<file path="config.mk">
export PLATFORM = sky130hd
export DESIGN_NAME = vend_dispenser
export DESIGN_NICKNAME = d
export VERILOG_FILES = /design/src/rtl/vend_dispenser.sv
export SDC_FILE = /design/constraint.sdc
export NUM_CORES = 1
export LEC_CHECK = 0
export CORE_MARGIN = 5
export CORE_UTILIZATION = 38
export CTS_CLUSTER_DIAMETER = 100
export DETAILED_ROUTE_END_ITERATION = 10
export GPL_TIMING_DRIVEN = 0
export PLACE_DENSITY_LB_ADDON = 0.15
export SLEW_MARGIN = 10
export SYNTH_ARGS = -nofsm -noshare
export SYNTH_HDL_FRONTEND = slang
export SYNTH_SLANG_ARGS = --single-unit
</file>
<file path="constraint.sdc">
create_clock -name clk -period 2.05 [get_ports clk]
set_input_delay 0.41 -clock clk [delete_from_list [all_inputs] [get_ports clk]]
set_output_delay 0.41 -clock clk [all_outputs]
set_load 0.05 [all_outputs]
</file>
<file path="src/rtl/vend_dispenser.sv">
// Vending dispenser back-end: 4-deep sale queue, motor/drop/change-eject sequencer.
// Optional drop watchdog with refund path is enabled by defining DISPENSE_TIMEOUT_EN.
module vend_dispenser #(
    parameter int MOTOR_CYCLES   = 4,
    parameter int TIMEOUT_CYCLES = 16
) (
    input  logic       clk,
    input  logic       rstn,
    input  logic       sell,
    input  logic [1:0] change,
    input  logic       drop_ok,
    output logic       motor_on,
    output logic       coin_eject,
    output logic       busy,
    output logic [7:0] sale_cnt,
    output logic       ovf,
    output logic       err
);

    if (MOTOR_CYCLES < 1 || MOTOR_CYCLES > 15) begin : g_bad_motor
        $error("MOTOR_CYCLES out of range 1..15");
    end
    if (TIMEOUT_CYCLES < 1 || TIMEOUT_CYCLES > 255) begin : g_bad_timeout
        $error("TIMEOUT_CYCLES out of range 1..255");
    end

`ifdef DISPENSE_TIMEOUT_EN
    typedef enum logic [2:0] {IDLE, MOTOR, WAIT_DROP, EJECT, REFUND} state_t;
`else
    typedef enum logic [2:0] {IDLE, MOTOR, WAIT_DROP, EJECT} state_t;
`endif

    state_t      state_q, state_d;
    logic [1:0]  fifo_q [4];
    logic [1:0]  wr_q, rd_q;
    logic [2:0]  cnt_q;
    logic [1:0]  job_q, job_d;
    logic [3:0]  mtmr_q, mtmr_d;
    logic [2:0]  ej_q, ej_d;
    logic        coin_q, coin_d;
    logic        motor_q, motor_d;
    logic [7:0]  sale_q, sale_d;
    logic        ovf_q, ovf_d;
    logic        empty, full, pop, push, lost;
`ifdef DISPENSE_TIMEOUT_EN
    logic [7:0]  wtmr_q, wtmr_d;
    logic        err_q, err_d;
`endif

    assign empty = (cnt_q == 3'd0);
    assign full  = (cnt_q == 3'd4);
    assign pop   = (state_q == IDLE) && !empty;
    // A full queue still takes the new sale when the head leaves on the same edge.
    assign push  = sell && (!full || pop);
    assign lost  = sell && full && !pop;

    always_comb begin
        state_d = state_q;
        job_d   = job_q;
        mtmr_d  = mtmr_q;
        ej_d    = ej_q;
        coin_d  = 1'b0;
        sale_d  = sale_q;
        ovf_d   = ovf_q | lost;
`ifdef DISPENSE_TIMEOUT_EN
        wtmr_d  = wtmr_q;
        err_d   = err_q;
`endif
        case (state_q)
            IDLE: begin
                if (pop) begin
                    job_d   = fifo_q[rd_q];
                    mtmr_d  = 4'(MOTOR_CYCLES - 1);
                    state_d = MOTOR;
                end
            end
            MOTOR: begin
                if (mtmr_q == 4'd0) begin
                    state_d = WAIT_DROP;
`ifdef DISPENSE_TIMEOUT_EN
                    wtmr_d  = 8'd0;
`endif
                end else begin
                    mtmr_d = mtmr_q - 4'd1;
                end
            end
            WAIT_DROP: begin
                if (drop_ok) begin
                    sale_d = (sale_q == 8'hFF) ? sale_q : sale_q + 8'd1;
                    if (job_q != 2'd0) begin
                        state_d = EJECT;
                        coin_d  = 1'b1;
                        ej_d    = {1'b0, job_q} - 3'd1;
                    end else begin
                        state_d = IDLE;
                    end
                end
`ifdef DISPENSE_TIMEOUT_EN
                else if (wtmr_q == 8'(TIMEOUT_CYCLES - 1)) begin
                    // Refund is price (3 coins) plus owed change; first pulse starts now.
                    err_d   = 1'b1;
                    state_d = REFUND;
                    coin_d  = 1'b1;
                    ej_d    = {1'b0, job_q} + 3'd2;
                end else begin
                    wtmr_d = wtmr_q + 8'd1;
                end
`endif
            end
            default: begin
                // EJECT / REFUND: ej_q counts pulses still to issue after the current one.
                if (coin_q) begin
                    coin_d = 1'b0;
                end else if (ej_q == 3'd0) begin
                    state_d = IDLE;
                end else begin
                    coin_d = 1'b1;
                    ej_d   = ej_q - 3'd1;
                end
            end
        endcase
        motor_d = (state_d == MOTOR);
    end

    always_ff @(posedge clk or negedge rstn) begin
        if (!rstn) begin
            state_q <= IDLE;
            for (int i = 0; i < 4; i++) fifo_q[i] <= 2'd0;
            wr_q    <= 2'd0;
            rd_q    <= 2'd0;
            cnt_q   <= 3'd0;
            job_q   <= 2'd0;
            mtmr_q  <= 4'd0;
            ej_q    <= 3'd0;
            coin_q  <= 1'b0;
            motor_q <= 1'b0;
            sale_q  <= 8'd0;
            ovf_q   <= 1'b0;
`ifdef DISPENSE_TIMEOUT_EN
            wtmr_q  <= 8'd0;
            err_q   <= 1'b0;
`endif
        end else begin
            state_q <= state_d;
            if (push) begin
                fifo_q[wr_q] <= change;
                wr_q         <= wr_q + 2'd1;
            end
            if (pop) rd_q <= rd_q + 2'd1;
            case ({push, pop})
                2'b10:   cnt_q <= cnt_q + 3'd1;
                2'b01:   cnt_q <= cnt_q - 3'd1;
                default: cnt_q <= cnt_q;
            endcase
            job_q   <= job_d;
            mtmr_q  <= mtmr_d;
            ej_q    <= ej_d;
            coin_q  <= coin_d;
            motor_q <= motor_d;
            sale_q  <= sale_d;
            ovf_q   <= ovf_d;
`ifdef DISPENSE_TIMEOUT_EN
            wtmr_q  <= wtmr_d;
            err_q   <= err_d;
`endif
        end
    end

    assign motor_on   = motor_q;
    assign coin_eject = coin_q;
    assign busy       = (state_q != IDLE) || !empty;
    assign sale_cnt   = sale_q;
    assign ovf        = ovf_q;
`ifdef DISPENSE_TIMEOUT_EN
    assign err        = err_q;
`else
    assign err        = 1'b0;
`endif

endmodule

</file>
==> reports/metrics.cfg <==
[outcome]
status = finished, final reports clean

[placed_design]
dp_cells = 254
io_buffers = 17
gp_congestion = 0.803
place_area_mm2 = 0.00221
dpl.hpwl_um = 2580

[critical_path]
r2r_start = state_q[1]
worst_setup_path_start_kind = register
worst-setup-path-type = reg -> reg
endpoint_kind = register
r2r_slack_ps = 40
worstPathMaxFanout = 10
crit_arrival_ps = 2180
critical_path.startpoint = state_q[1]
crit_required_ps = 2220

[floorplan]
fp.dieArea_mm2 = 0.00664
io_pins = 19
die_h_um = 81.5
initial_core_util_pct = 38.5
design.core.area_mm2 = 0.00504
dieWidth_um = 81.5
num_rows = 26

[finish]
final_cell_area_mm2 = 0.00234
nNetsFinal = 208
post-route-util_pct = 46.5
drive_gt1_share_pct = 20.6
multi_input_area_um2 = 951
antennaDiodeCount = 0
finalNonFillerCells = 264
fillerInstances = 456
final_cell_mix = 38 x dfrtp_1, 16 x nand2_1, 15 x clkdlybuf4s50_1, 14 x mux2_2, 12 x nor2_1
final_common_cell = dfrtp_1
area.growth.synth_to_final_pct = 20.7
regArea_um2 = 951

[detailed_routing]
vias = 1283
drc = 0
drt_iter0_markers = 59
wire_per_inst_um = 13.4
routed_wl_um = 3530
antenna_left = 0
drtPass1Iterations = 4
drt-vias-per-instance = 4.86

[timing]
layout_min_cycle_time_ps = 2010
rsz0062_at_grt = true
post-route-period-util_pct = 98.2
tightestPinTransition_ps = 669
finalHoldViolCount = 0
finalSetupViolations = 0
finClkSkew_ps = 7.73
finalMaxSlewViolations = 0
maxSlewHeadroom_pct = 54.8
timing.fmax_ghz = 0.497

[global_route]
grt_max_degree = 33
grt_overflow = 0
grt_pass1_wl_um = 6080
antenna_found_initial = 0
grtUsageTotal_pct = 12.1
grt_pass1_vias = 1278

[synth]
synth-seq-cells = 38
async_flop_share_pct = 100
synth-seq-area-share_pct = 49.0
synth_cell_type_count = 43
syn_nets = 181
synth_ff_type = dfrtp_1
syn_area_mm2 = 0.00194
postSynthCellCount = 166
syn_avg_cell_area_um2 = 11.7
ys_warn_count = 0
synth_edf_count = 0

[clock_tree]
clkLatencyLatePin_ps = 290
cts.htree.levels = 2
cts_buffers = 5
cts.clk_slew.worst_paths_ps = 70
clk_path_buf_depth = 2
cts_tree = done
cts.sinks = 38
cts-root-buf = clkbuf_8

[run]
max_cap_viol_count = 0

[pwr]
power_density_mw_per_mm2 = 1480
power_leakage_nw = 1.03
vdd_ir_drop_max_mv = 0.518
finalPower_mw = 3.47

[worst_hold_path]
hold_path_class = reg -> reg
hp-start = ovf

area by class of cell:
class                   instances  share of cell area, %
well taps                      70                   3.74
inverters                       8                   1.28
clock inverters                 1                  0.214
plain buffers                   3                   1.44
flip-flops and latches         38                   40.6
multi-input cells             117                   40.6
clock buffers                   7                   3.69
repair buffers                 20                   8.44
worst max-delay path: stages, from the launching register on:
cell	delay, ps
dfrtp_1	380
buf_6	140
nor3_4	190
nor2b_4	190
buf_8	150
nand2b_1	80
fa_2	380
nand4bb_1	160
o31ai_4	90
xnor2_1	140
state kept, by name (all words and copies together) (netlist names), 2 cells and up:
name	flops
ej_q	3
job_q	2
sale_cnt	8
rd_q	2
wr_q	2
cnt_q	3
fifo_q	8
state_q	3
mtmr_q	4
repair_timing:
item                                   CTS  global route
setup endpoints to repair                2             2
hold buffers                             1             0
buffers inserted                         1             0
gates resized for setup                  3             5
endpoints found under the hold margin    6             0
pin swaps                                1             1
worst paths after layout:
check / to / depth (start not counted)
worst min register to register: ovf / 1
max in group asynchronous: wr_q[1] / 3
worst min-delay path: ovf / 1
worst max register to register: cnt_q[2] / 9
min in group asynchronous: ej_q[1] / 2
worst max-delay path: cnt_q[2] / 9
cells in the mapped netlist (2+ instances only):
master	n	area, um^2
a21o_1	2	15.0
a21oi_1	4	20.0
a22o_1	2	17.5
and3_1	2	12.5
buf_6	2	22.5
dfrtp_1	38	951
ha_1	8	100
inv_1	8	30.0
mux2_2	14	158
mux2i_1	4	40.0
mux4_2	2	45.0
nand2_1	16	60.1
nand3_1	5	25.0
nand4_1	2	12.5
nand4bb_1	2	22.5
nor2_1	12	45.0
nor3_1	5	25.0
o21ai_0	2	10.0
o21ai_1	2	10.0
o31ai_1	2	15.0
xnor2_1	5	43.8
xor2_1	6	52.6
report_power, final:
part / internal [mW] / switching [mW] / leakage (nW) / total (mW)
combinational: 0.777 / 0.817 / 0.518 / 1.59
clock: 0.271 / 0.254 / 0.0482 / 0.526
sequential: 1.06 / 0.290 / 0.464 / 1.35
total: 2.11 / 1.36 / 1.03 / 3.47
cells by family after synthesis:
| kind of cell | synth area share [%] |
|---|---|
| compound gates | 8.19 |
| other cells | 0.193 |
| flops | 49.0 |
| simple gates | 15.9 |
| xor+xnor | 4.96 |
| mux | 12.5 |
| buf+inv | 3.09 |
| fa+ha+maj | 6.19 |
metrics by stage:
stage,TNS (ps),hold slack (ps),setup slack (ps)
after floorplan,0,114,78.6
after global placement,-12950,442,-334
after detailed placement,-337,261,-152
after CTS,-12.0,467,-12.0
after global routing,-109,484,-109
final,0,461,37.4
layer usage:
layer	track usage, %	part of all wire (%)
met5	0	0
met4	4.56	0.76
met3	4.06	2.7
met2	18.9	48
met1	15.5	48
(Power assumes the default switching activity.)
